## config.mk

```make
export PLATFORM = sky130hd
export DESIGN_NAME = pcpi_sha_sched
export DESIGN_NICKNAME = d
export VERILOG_FILES = /design/src/rtl/pcpi_sha_sched.sv
export SDC_FILE = /design/constraint.sdc
export NUM_CORES = 1
export LEC_CHECK = 0
export BUFFER_PORTS_ARGS = -buffer_cell sky130_fd_sc_hd__buf_2
export CORE_MARGIN = 1.5
export CORE_UTILIZATION = 50
export CTS_BUF_LIST = sky130_fd_sc_hd__clkbuf_8
export CTS_CLUSTER_SIZE = 16
export DETAILED_ROUTE_END_ITERATION = 6
export PLACE_DENSITY = 0.65
export SETUP_SLACK_MARGIN = 0.15
export SLEW_MARGIN = 10
export SYNTH_ARGS = -nofsm -noshare
export SYNTH_HDL_FRONTEND = slang
export SYNTH_SLANG_ARGS = --single-unit
```

## constraint.sdc

```tcl
create_clock -name clk -period 12.08 [get_ports clk]
set_input_delay 1.208 -clock clk [delete_from_list [all_inputs] [get_ports clk]]
set_output_delay 1.208 -clock clk [all_outputs]
set_load 0.01 [all_outputs]
```

## src/rtl/pcpi_sha_sched.sv

```systemverilog
// PCPI coprocessor for the SHA-256 message schedule: keeps a 16-word sliding
// window of W[t] and produces the next schedule word on request.
module pcpi_sha_sched #(
    parameter logic [6:0] OPCODE        = 7'b0001011,
    parameter bit         ABORT_ON_DROP = 1'b1
) (
    input  logic        clk,
    input  logic        reset,
    input  logic        pcpi_valid,
    input  logic [31:0] pcpi_insn,
    input  logic [31:0] pcpi_rs1,
    input  logic [31:0] pcpi_rs2,
    output logic        pcpi_wr,
    output logic [31:0] pcpi_rd,
    output logic        pcpi_ready,
    output logic        pcpi_wait
);

    typedef enum logic [2:0] {
        IDLE = 3'd0,
        R0   = 3'd1,
        R1   = 3'd2,
        R2   = 3'd3,
        R3   = 3'd4,
        RESP = 3'd5
    } state_t;

    function automatic logic [31:0] sigma0(input logic [31:0] x);
        return {x[6:0], x[31:7]} ^ {x[17:0], x[31:18]} ^ (x >> 5'd3);
    endfunction

    function automatic logic [31:0] sigma1(input logic [31:0] x);
        return {x[16:0], x[31:17]} ^ {x[18:0], x[31:19]} ^ (x >> 5'd10);
    endfunction

    state_t      state_r;
    logic [31:0] win_r [16];
    logic [3:0]  wptr_r;
    logic [4:0]  cnt_r;
    logic [31:0] acc_r;

    logic        hit_s;
    logic        is_load_s;
    logic        is_next_s;
    logic        is_clr_s;
    logic        drop_s;
    logic [4:0]  cnt_inc_s;
    logic [31:0] op_s;
    logic [31:0] sum_s;
    logic        win_we_s;
    logic [31:0] win_wdata_s;
    logic        unused_s;

    assign unused_s  = ^{pcpi_rs2, pcpi_insn[31:15], pcpi_insn[11:7]};
    assign hit_s     = pcpi_valid && (pcpi_insn[6:0] == OPCODE);
    assign is_load_s = hit_s && (pcpi_insn[14:12] == 3'b001);
    assign is_next_s = hit_s && (pcpi_insn[14:12] == 3'b010);
    assign is_clr_s  = hit_s && (pcpi_insn[14:12] == 3'b011);
    assign drop_s    = ABORT_ON_DROP && !pcpi_valid;
    assign cnt_inc_s = (cnt_r == 5'd16) ? 5'd16 : (cnt_r + 5'd1);
    assign sum_s     = acc_r + op_s;

    // Operand selection: one window tap per round, indices wrap naturally in 4 bits
    always_comb begin
        op_s = 32'd0;
        case (state_r)
            R0:      op_s = win_r[wptr_r];
            R1:      op_s = sigma0(win_r[wptr_r + 4'd1]);
            R2:      op_s = win_r[wptr_r + 4'd9];
            R3:      op_s = sigma1(win_r[wptr_r + 4'd14]);
            default: op_s = 32'd0;
        endcase
    end

    // Window write port: LOAD stores rs1, a completed NEXT replaces the oldest word
    always_comb begin
        win_we_s    = 1'b0;
        win_wdata_s = pcpi_rs1;
        if (reset) begin
            win_we_s = 1'b0;
        end else if ((state_r == IDLE) && is_load_s) begin
            win_we_s = 1'b1;
        end else if ((state_r == R3) && !drop_s) begin
            win_we_s    = 1'b1;
            win_wdata_s = sum_s;
        end else begin
            win_we_s = 1'b0;
        end
    end

    // Window storage is deliberately left unreset
    always_ff @(posedge clk) begin
        if (win_we_s) begin
            win_r[wptr_r] <= win_wdata_s;
        end
    end

    // Control FSM with registered PCPI outputs
    always_ff @(posedge clk) begin
        if (reset) begin
            state_r    <= IDLE;
            wptr_r     <= 4'd0;
            cnt_r      <= 5'd0;
            acc_r      <= 32'd0;
            pcpi_wr    <= 1'b0;
            pcpi_rd    <= 32'd0;
            pcpi_ready <= 1'b0;
            pcpi_wait  <= 1'b0;
        end else begin
            case (state_r)
                IDLE: begin
                    pcpi_wr    <= 1'b0;
                    pcpi_rd    <= 32'd0;
                    pcpi_ready <= 1'b0;
                    pcpi_wait  <= 1'b0;
                    if (is_load_s) begin
                        wptr_r     <= wptr_r + 4'd1;
                        cnt_r      <= cnt_inc_s;
                        pcpi_rd    <= {27'd0, cnt_inc_s};
                        pcpi_wr    <= 1'b1;
                        pcpi_ready <= 1'b1;
                        state_r    <= RESP;
                    end else if (is_clr_s) begin
                        wptr_r     <= 4'd0;
                        cnt_r      <= 5'd0;
                        pcpi_wr    <= 1'b1;
                        pcpi_ready <= 1'b1;
                        state_r    <= RESP;
                    end else if (is_next_s && (cnt_r == 5'd16)) begin
                        pcpi_wait <= 1'b1;
                        state_r   <= R0;
                    end else if (is_next_s) begin
                        // Window not yet full: complete without a write-back
                        pcpi_ready <= 1'b1;
                        state_r    <= RESP;
                    end else begin
                        state_r <= IDLE;
                    end
                end
                R0, R1, R2: begin
                    if (drop_s) begin
                        pcpi_wait <= 1'b0;
                        state_r   <= IDLE;
                    end else begin
                        acc_r   <= (state_r == R0) ? op_s : sum_s;
                        state_r <= (state_r == R0) ? R1 : ((state_r == R1) ? R2 : R3);
                    end
                end
                R3: begin
                    pcpi_wait <= 1'b0;
                    if (drop_s) begin
                        state_r <= IDLE;
                    end else begin
                        wptr_r     <= wptr_r + 4'd1;
                        pcpi_rd    <= sum_s;
                        pcpi_wr    <= 1'b1;
                        pcpi_ready <= 1'b1;
                        state_r    <= RESP;
                    end
                end
                RESP: begin
                    pcpi_wr    <= 1'b0;
                    pcpi_rd    <= 32'd0;
                    pcpi_ready <= 1'b0;
                    pcpi_wait  <= 1'b0;
                    state_r    <= IDLE;
                end
                default: begin
                    pcpi_wr    <= 1'b0;
                    pcpi_rd    <= 32'd0;
                    pcpi_ready <= 1'b0;
                    pcpi_wait  <= 1'b0;
                    state_r    <= IDLE;
                end
            endcase
        end
    end

endmodule

```

; After elaboration in Yosys (flattened, before gate mapping)
; Memories as Yosys holds them, arrays and structs flattened. A register that Yosys moved wholly into a read port is not among the register bits.
; Cells that the tools add are included.
; Widths: inputs -> output; s select.
[op_classes]
addsub = 5
eq_ne = 12
muxes = 45
n_bitwise = 5
reduce_logical = 15
[ops]
columns = cell, n
row1 = $mux 32, 5
row2 = $pmux 32 s4, 1
row3 = $pmux 32 s3, 1
row4 = $xor 32x32->32, 2
row5 = $add 32x32->32, 1
row6 = $xor 32x22->32, 1
row7 = $xor 32x29->32, 1
row8 = $mux 3, 8
row9 = $mux 4, 5
row10 = $mux 5, 4
row11 = $mux 1, 16
row12 = $eq 3x2->1 const B, 4
row13 = $pmux 3 s3, 1
row14 = $add 4x4->4 const B, 2
row15 = $pmux 4 s2, 1
row16 = $eq 7x4->1 const B, 1
row17 = $logic_and 1x1->1, 7
row18 = $eq 3x1->1 const B, 2
row19 = $pmux 1 s3, 2
row20 = $reduce_and 2->1, 3
row21 = $add 5x1->5 const B, 1
row22 = $eq 5x5->1 const B, 1
row23 = $add 4x1->4 const B, 1
row24 = $ne 2x2->1 const B, 2
row25 = other kinds (8), 9
[word_totals]
regBits = 79
ramBits = 512
input_bits = 99
output_inout_bits = 35
wordCells = 91
memories = 1
[mem_list]
columns = memory, words, width, rd, rd_ports_with_merged_regs, wr, line_no
row1 = win_r, 16, 32, 4, 1, 1, 37  ; logic [31:0] win_r [16];

; Longest topological paths before layout
; Gate-level depths: netlist of run 1.
; An unclocked memory read counts as a cell.
[depth]
depth_word = 9
depth_mapped = 27

; Worst setup path before layout of run 1
; OpenSTA, ideal clock, no wires.
[synth_timing]
kind = register to register
startpoint = reg wptr_r[1]
endpoint = mem win_r[0][21], data pin
setup_time_ns = 0.330
t_arrival_ns = 6.473
required_time_ns = 11.750
path_slack_ns = 5.277
path_stages_with_launch = 26
n_path_buf = 7
synth_period_minus_slack_ns = 6.803
cell_sequence = dfxtp_1 clkbuf_1 clkbuf_1 buf_1 inv_1 ha_1 buf_4 buf_2 buf_4 clkbuf_1 mux4_2 a211oi_1 a21oi_1 xnor2_1 nor2_1 nor3_1 inv_2 ha_1 a211oi_1 nor2_1 a41oi_1 o2111ai_1 a21oi_1 o21ai_1 xnor2_1 o21ai_0
[synth_via]
elab_chain_len = 9
word_cells_on_any_way = 13
[synth_lines]
columns = element, line_no
row1 = start: declaration, 38  ; logic [3:0] wptr_r;
row2 = start signal: assignment, 117  ; wptr_r <= wptr_r + 4'd1;
row3 = start signal: assignment, 154  ; wptr_r <= wptr_r + 4'd1;
row4 = $add 4x4->4 / $add 4x1->4 (equally long branches), "70, 68"
row5 = $mem_v2 16x32 (*), --
row6 = "$xor 32x32->32, on equally long branches", "33, 29"
row7 = $xor 32x22->32 / $xor 32x29->32 (equally long branches), "33, 29"
row8 = $pmux 32 s4 (*), 66  ; case (state_r)
row9 = $add 32x32->32 (*), 61  ; assign sum_s = acc_r + op_s;
row10 = $mux 32 (*), 83  ; end else if ((state_r == R3) && !drop_s) begin
row11 = $mux 32 (*), 81  ; end else if ((state_r == IDLE) && is_load_s) begin
row12 = $mux 32 (*), 79  ; if (reset) begin
row13 = via win_wdata_s[21], 51  ; logic [31:0] win_wdata_s;
row14 = end: declaration, 37
; The timed path passes the listed nets; every way through them passes the cells marked *.

; Worst setup path after layout of run 1
[layout_timing]
startpoint = reg wptr_r[0]
endpoint = mem win_r[13][17], data pin
; The elaborated chain is that of the path after synthesis.

==> impl_results.md, run 1 <==
* Root Buffer: clkbuf_8
* Post-CTS Resized at 0
* Die Area at 70,560 um2
* Post-synthesis compound-gate area fraction at approximately 6.5%
* Drt first pass iters at 5
* Setup Skew at 0.03226 ns
* Leakage at around 12 nW
* Max_slew headroom at between 10% and 20%
* Internal power at 0.003183 W
* Status: finished clean
* Largest net degree at the start of global routing at 121
* Adder-cell share of the synthesized area at 1.473%
* Synth unique cells at 69
* Combinational share of power at 1.5%
* R2R cell count at 21
* Sequential fraction of the synthesis area at between 40 and 50%
* Setup CP Type: flip-flop to flip-flop
* Ys flop type: edfxtp_1
* CP arrival at 8.76 ns
* Flop pwr share at between 50% and 60%
* Startpoint Class: flip-flop
* Die outline width at 265.6 um
* Max-cap violations at 0
* Max clock buf depth at 3
* Core area at 68,470 um2
* Req. time, crit path at 12.47 ns
* Worst VDD drop at between 0.06 and 0.07 mV
* CP endpoint kind: flip-flop
* Post-synthesis mux area share at between 30% and 40%
* Cell Area, Synth at around 34,000 um2
* DR vias/cell at 7.149
* Die height at ~270 um
* RSZ-0062 raised after global routing: no
* Final hold violations at 0
* IO Port Bufs at slightly below 80
* Most frequent cell after synthesis: edfxtp_1
* Slew Limit Fails at 0
* Post-synthesis xor/xnor area fraction at 3.805%
* Max FO, Critical Path at 100
* Post-route minimum period at 8.367 ns
* # rows at 96
* Global-route wire length before repair at 158,000 um
* Drt first-iter violations at 3,310
* Routed vias at ~23,000
* Hold buffers post-CTS at 0
* Sw frac at 21.43%
* Measured slew at the worst slew-check pin at around 1.3 ns
* Yosys top cell area share at between 40 and 50%
* Hold path depth at 2
* Synth cell count leaders: 512 x edfxtp_1, 445 x mux4_2, 164 x nand2_1
* FF+latch count, synth at 595
* NetSw at about 0.00087 W
* Yosys top cell by area: edfxtp_1
* Setup TNS at 0 ns
* TritonCTS clock tree: done
* Syn_area_per_cell at 15.49 um2
* R2R Path Start: wptr_r[0]
* Max Freq at between 100 and 150 MHz
* Synthesized Nets at 2,366
* Clock power share at 43.5%
* Layout cells sized above 1 at 31.89%
* Hold-critical path endpoint: pcpi_rd[14]
* Cell count after synthesis at 2,227
* Layout Nets at about 2,400
* PwrDens at about 110 nW/um2
* Asr flop ratio synth at 0%
* Starting Density at 50.38%
* Final period util at around 69%
* Initial antenna violation count at 4
* Worst hold path type: flip-flop to flip-flop
* GP Congestion at 1.000
* Tot GR Track Use at 31.52%
* Overflow after GRT at 0
* Detailed placement HPWL at 69,840 um
* Endpoints failing setup at 0
* Max H-tree Level at 3
* DRC Markers at 0
* Synth-to-Final Area Change at 9.494%
* Final hold slack at 0.4413 ns
* Yosys warns at 0
* Routed WL at about 110,000 um
* Main combinational cell family by area after synthesis: multiplexers
* Post-synth EDFFs at 512
* Post-DRT Antenna Nets at 0
* Skew-Pair Late Insertion Delay at 0.71 ns
* Ports at 134
* Largest cells by area after synthesis: edfxtp_1 45%, mux4_2 29%, dfxtp_1 4.8%, mux2i_1 2.4%, xnor2_1 2.2%
* Hold path start: pcpi_rd[14]
* Number of global-route vias before repair at 22,590
* Total CTS buffers at 96
* R2R setup slack at 3.71 ns
* Drt wl/cell at 33.92 um
* Clock sink count at 595
* # Post-CTS Setup Buffers at 0
* Clock-pin slew on the worst setup and hold paths at 0.06 ns
* Simple-gate portion of the synthesized area at 4.535%
* FF-to-FF End: win_r[13][17]
-- metrics by stage --
stage / instances / util (%) / area [um2] / worst slack (ns) / total power [W]
global route: 3236 / 55.16 / 37770 / 3.413 / 0.004162
finish: 3236 / 55.16 / 37770 / 3.713 / 0.004051
global placement: 3064 / 52.37 / 35860 / 4.099 / 0.002327
floorplan: 2227 / - / 34490 / 5.277 / 0.002300
CTS: 3234 / 55.14 / 37760 / 3.973 / 0.004073
detailed placement: 3064 / 52.37 / 35860 / 3.980 / 0.002330
-- power groups by stage --
stage | Sequential (W) | Combinational [W] | Clock (W)
finish | 0.00223 | 0.0000595 | 0.00176
global route | 0.00223 | 0.0000637 | 0.00187
CTS | 0.00223 | 0.0000575 | 0.00179
detailed placement | 0.00227 | 0.0000575 | 0
global placement | 0.00227 | 0.0000550 | 0
floorplan | 0.00227 | 0.0000284 | 0
-- flip-flops by register name, indices dropped and copies added, names as in the netlist, named ones only --
| signal | flops |
|---|---|
| win_r | 512 |
| acc_r | 32 |
| pcpi_rd | 32 |
| cnt_r | 5 |
| wptr_r | 4 |
| state_r | 3 |
| pcpi_ready | 1 |
| pcpi_wait | 1 |
| pcpi_wr | 1 |
-- cell families after synthesis --
kind of cell	after synthesis
xor gates and xnor gates	149
DFF	595
AOI/OAI and AO/OA	358
buffers and inverters	195
and+or+nand+nor	353
muxes	537
adders and majority gates	40
-- how the worst max path moves through the flow --
stage | startpoint | to | slack, ns
after floorplan | wptr_r[1] | win_r[0][21] | 5.28
after global placement | wptr_r[0] | win_r[11][17] | 4.10
after detailed placement | wptr_r[0] | win_r[10][17] | 3.98
after CTS | wptr_r[0] | win_r[13][17] | 3.97
after global routing | wptr_r[0] | win_r[5][29] | 3.41
final | wptr_r[0] | win_r[13][17] | 3.71
-- layout make-up --
type / instances / area [um2]
sequential: 595 / 17050
inverter: 23 / 86.33
clock buffer: 104 / 1431
fill: 5370 / 30700
antenna: 2 / 5.005
tap: 882 / 1104
timing repair buffer: 127 / 805.8
multi-input combinational: 1437 / 16810
clock inverter: 66 / 465.4
-- cell usage in the layout (no fill, tap or decap), types with 54 or more instances in the layout --
cell type and instances:
mux2i_1 81, clkbuf_8 104, dfxtp_1 77, o21ai_0 54
buf_2 79, edfxtp_1 512, mux4_2 445, xor2_1 59
xnor2_1 85, nor2_1 70, nand2_1 164, a21oi_1 117
-- critical path, cell delays in order, from the launching register on --
cell and delay [ns]:
dfxtp_4 0.74, clkinv_1 0.55, ha_4 0.78, buf_12 0.45, mux4_2 0.35, nor2b_1 0.24
a211oi_1 0.08, a21oi_1 0.58, xnor2_1 0.20, nor2_1 0.06, nor3_1 0.51, inv_2 0.06
ha_1 0.30, a211oi_1 0.36, nor2_1 0.10, a41oi_1 0.53, o21ai_1 0.25, a221oi_1 0.46
o21ai_1 0.16, xor2_1 0.31, nand2_1 0.12, nand2_1 0.57
-- metal layers --
metal	vias up	wire length, um	track usage [%]
met4	0	5514	15.14
met5	-	0	0
li1	9260	-	-
met1	11890	40820	44.34
met3	244	13650	6.860
met2	1736	49770	47.09
Note: power is estimated with default switching activity, not from simulation.
==> run 2, diff against run 1 <==
==> constraint.sdc (replaced) <==
create_clock -name clk -period 7.8 [get_ports clk]
set_input_delay 0.78 -clock clk [delete_from_list [all_inputs] [get_ports clk]]
set_output_delay 0.78 -clock clk [all_outputs]
set_load 0.01 [all_outputs]
==> impl_results.md, run 2 (synthesized netlist as in run 1, its figures left out) <==
* Worst VDD drop at 0.1378 mV (+110%)
* Setup CP Type: flip-flop to flip-flop
* DR vias/cell at 7.119 (-0.41%)
* Most frequent CP cell: nand2_1
* Worst hold path type: input port to flip-flop
* RSZ-0062 raised after global routing: no
* Slew Limit Fails at 0 (unchanged)
* Worst path cell trace: clkinv_1 > ha_4 > buf_4 > mux4_2 > mux2i_1 > nand2_1 > o211ai_1 > nand2_1 > nor3_1 > inv_2 > ha_1 > a211oi_1 > nor2_1 > a41oi_1 > o2111ai_1 > a21oi_1 > a21oi_1 > a2bb2oi_1 > or3_1 > nand2_1
* Number of global-route vias before repair at 22,580 (-0.022%)
* CP endpoint kind: flip-flop
* Setup TNS at 0 ns (unchanged)
* Global-route wire length before repair at 156,100 um (-1.2%)
* Hold buffers post-CTS at 0 (unchanged)
* Most common cell after layout, fill and taps aside: edfxtp_1
* Drt first-iter violations at 3,253 (-1.7%)
* Req. time, crit path at 8.20 ns (-4.27 ns)
* Failing checks: design-rule violations
* Design Area, Final at 38,210 um2 (+1.2%)
* Max Freq at 141.2 MHz (+18%)
* Hold path depth at 3 (+1)
* Max stage delay on crit path at 0.60 ns (-0.18 ns)
* Startpoint Class: flip-flop
* Synth-to-Final Area Change at 10.78%
* Met3 Routed Length at 13,190 um (-3.3%)
* GP Congestion at 1.001 (about the same)
* Post-CTS Resized at 0 (unchanged)
* Ports at 134 (unchanged)
* Layout cells sized above 1 at 33.00% (+1.1 points)
* Drt wl/cell at 33.38 um (-1.6%)
* Register bank with the most flops: win_r
* Detailed placement HPWL at 69,570 um (-0.39%)
* Top Registers: win_r x512, acc_r x32, pcpi_rd x32
* Skew-Pair Late Insertion Delay at 0.75 ns (+0.04 ns)
* R2R cell count at 20 (-4.8%)
* Starting Density at 50.38% (unchanged)
* Max_slew headroom at 18.55% (+4.0 points)
* Layout Nets at 2,451 (+1.3%)
* Status: finished with violations
* Top routing layer used: met4
* Max-cap violations at 0 (unchanged)
* Met1 wire length at 40,570 um (-0.61%)
* Overflow after GRT at 0 (unchanged)
* Final hold slack at 0.3921 ns (-0.04922 ns)
* Post-DRT Antenna Nets at 0 (unchanged)
* Slowest CP cell: dfxtp_4
* Max reg flops at 512 (unchanged)
* CP arrival at 7.48 ns (-1.28 ns)
* Total CTS buffers at 97 (+1.0%)
* Placed Area at 36,180 um2 (+0.89%)
* Hold-critical path endpoint: state_r[2]
* Clock-pin slew on the worst setup and hold paths at 0.06 ns (about the same)
* TritonCTS clock tree: done
* Highest-count cells in the layout ignoring fill and taps: 512 x edfxtp_1, 445 x mux4_2, 164 x nand2_1, 117 x a21oi_1, 101 x clkbuf_8
* # Post-CTS Setup Buffers at 0 (unchanged)
* PwrDens at 168.2 nW/um2 (+57%)
* Setup Skew at 0.06882 ns (+0.03656 ns)
* Max clock buf depth at 3 (unchanged)
* Endpoints failing setup at 0 (unchanged)
* Max H-tree Level at 3 (unchanged)
* Hold path start: pcpi_valid
* Final Power at 0.006425 W (+59%)
* Final period util at 90.77% (+22 points)
* Largest net degree at the start of global routing at 117 (-3.3%)
* DRC Markers at 2 (+2)
* Die outline width at 265.6 um (unchanged)
* Top cell family by delay on the critical path: compound AO/OA/AOI/OAI gates
* FF-to-FF End: win_r[4][29]
* Core area at 68,470 um2 (unchanged)
* Tot GR Track Use at 31.05% (-0.47 points)
* # rows at 96 (unchanged)
* Drt first pass iters at 7 (+2)
* IO Port Bufs at 79 (unchanged)
* R2R setup slack at 0.72 ns (-2.99 ns)
* DR WL met2 at 51,090 um (+2.6%)
* Root Buffer: clkbuf_8
* Post-route minimum period at 7.080 ns (-1.287 ns)
* Routed vias at 23,350 (+0.94%)
* Die Area at 70,560 um2 (unchanged)
* R2R Path Start: wptr_r[0]
* CP Buf/Inv Count at 3 (unchanged)
* Clock sink count at 595 (unchanged)
* Die height at 265.6 um (unchanged)
* Routed WL at 109,500 um (-0.23%)
* Initial antenna violation count at 2 (-2)
* Max FO, Critical Path at 21 (-79%)
* Measured slew at the worst slew-check pin at 1.220 ns (-0.05350 ns)
* Final hold violations at 0 (unchanged)
* Leakage at 12.31 nW (+1.9%)
run 2: changes by cell type in the layout (fill, tap and decap cells not counted):
cell / before / now
diode_2: 2 / 1
clkinv_1: 21 / 24
clkinv_2: 13 / 19
inv_1: 43 / 44
inv_8: 0 / 2
nor2_2: 1 / 2
inv_6: 2 / 1
buf_4: 44 / 68
bufinv_16: 7 / 10
clkbuf_8: 104 / 101
nor2_4: 13 / 12
clkinvlp_4: 2 / 5
buf_12: 4 / 11
run 2: worst max-delay path by stage:
stage	depth (start not counted)	slack, ns	end	from
after detailed placement	20	0.94	win_r[8][29]	wptr_r[0]
after floorplan	25	1.0	win_r[0][21]	wptr_r[1]
after global placement	20	0.97	win_r[10][29]	wptr_r[0]
after global routing	22	0.52	win_r[10][28]	wptr_r[0]
after CTS	22	0.86	win_r[10][28]	wptr_r[0]
final	20	0.72	win_r[4][29]	wptr_r[0]
run 2: per-stage QoR:
stage	cells	setup WS [ns]	utilization (%)
floorplan	2227	0.9967	-
global placement	3095	0.9659	52.84
detailed placement	3095	0.9403	52.84
CTS	3279	0.8562	55.80
global route	3280	0.5214	55.81
finish	3280	0.7199	55.81
run 2: area by class of cell:
class	count	area, um2
Multi-Input combinational cell	1437	16810
Clock inverter	83	636.9
Timing Repair Buffer	158	1126
Inverter	23	86.33
Antenna cell	1	2.502
Tap cell	882	1104
Clock buffer	101	1390
Fill cell	5313	30260
Sequential cell	595	17050
run 2: per-layer routing:
| layer | global-route usage, % | up-vias |
|---|---|---|
| met5 | 0 | - |
| met4 | 13.42 | 0 |
| met3 | 6.091 | 208 |
| met2 | 48.40 | 1740 |
| met1 | 42.88 | 12060 |
| li1 | - | 9343 |
run 2: power breakdown:
group / total (W) / internal, W / switching, W / leakage, nW
Sequential: 0.00345 / 0.00345 / 0.00000133 / 5.27
Clock: 0.00288 / 0.00155 / 0.00134 / 1.12
Combinational: 0.0000920 / 0.0000224 / 0.0000696 / 5.92
run 2: worst reg2reg max path, delay by kind of cell (launching register included):
family	cells	cell delay, ns
simple gates	6	1.75
flops	1	0.60
fa+ha+maj	2	0.90
mux	2	0.88
buf+inv	3	0.71
compound gates	7	1.89
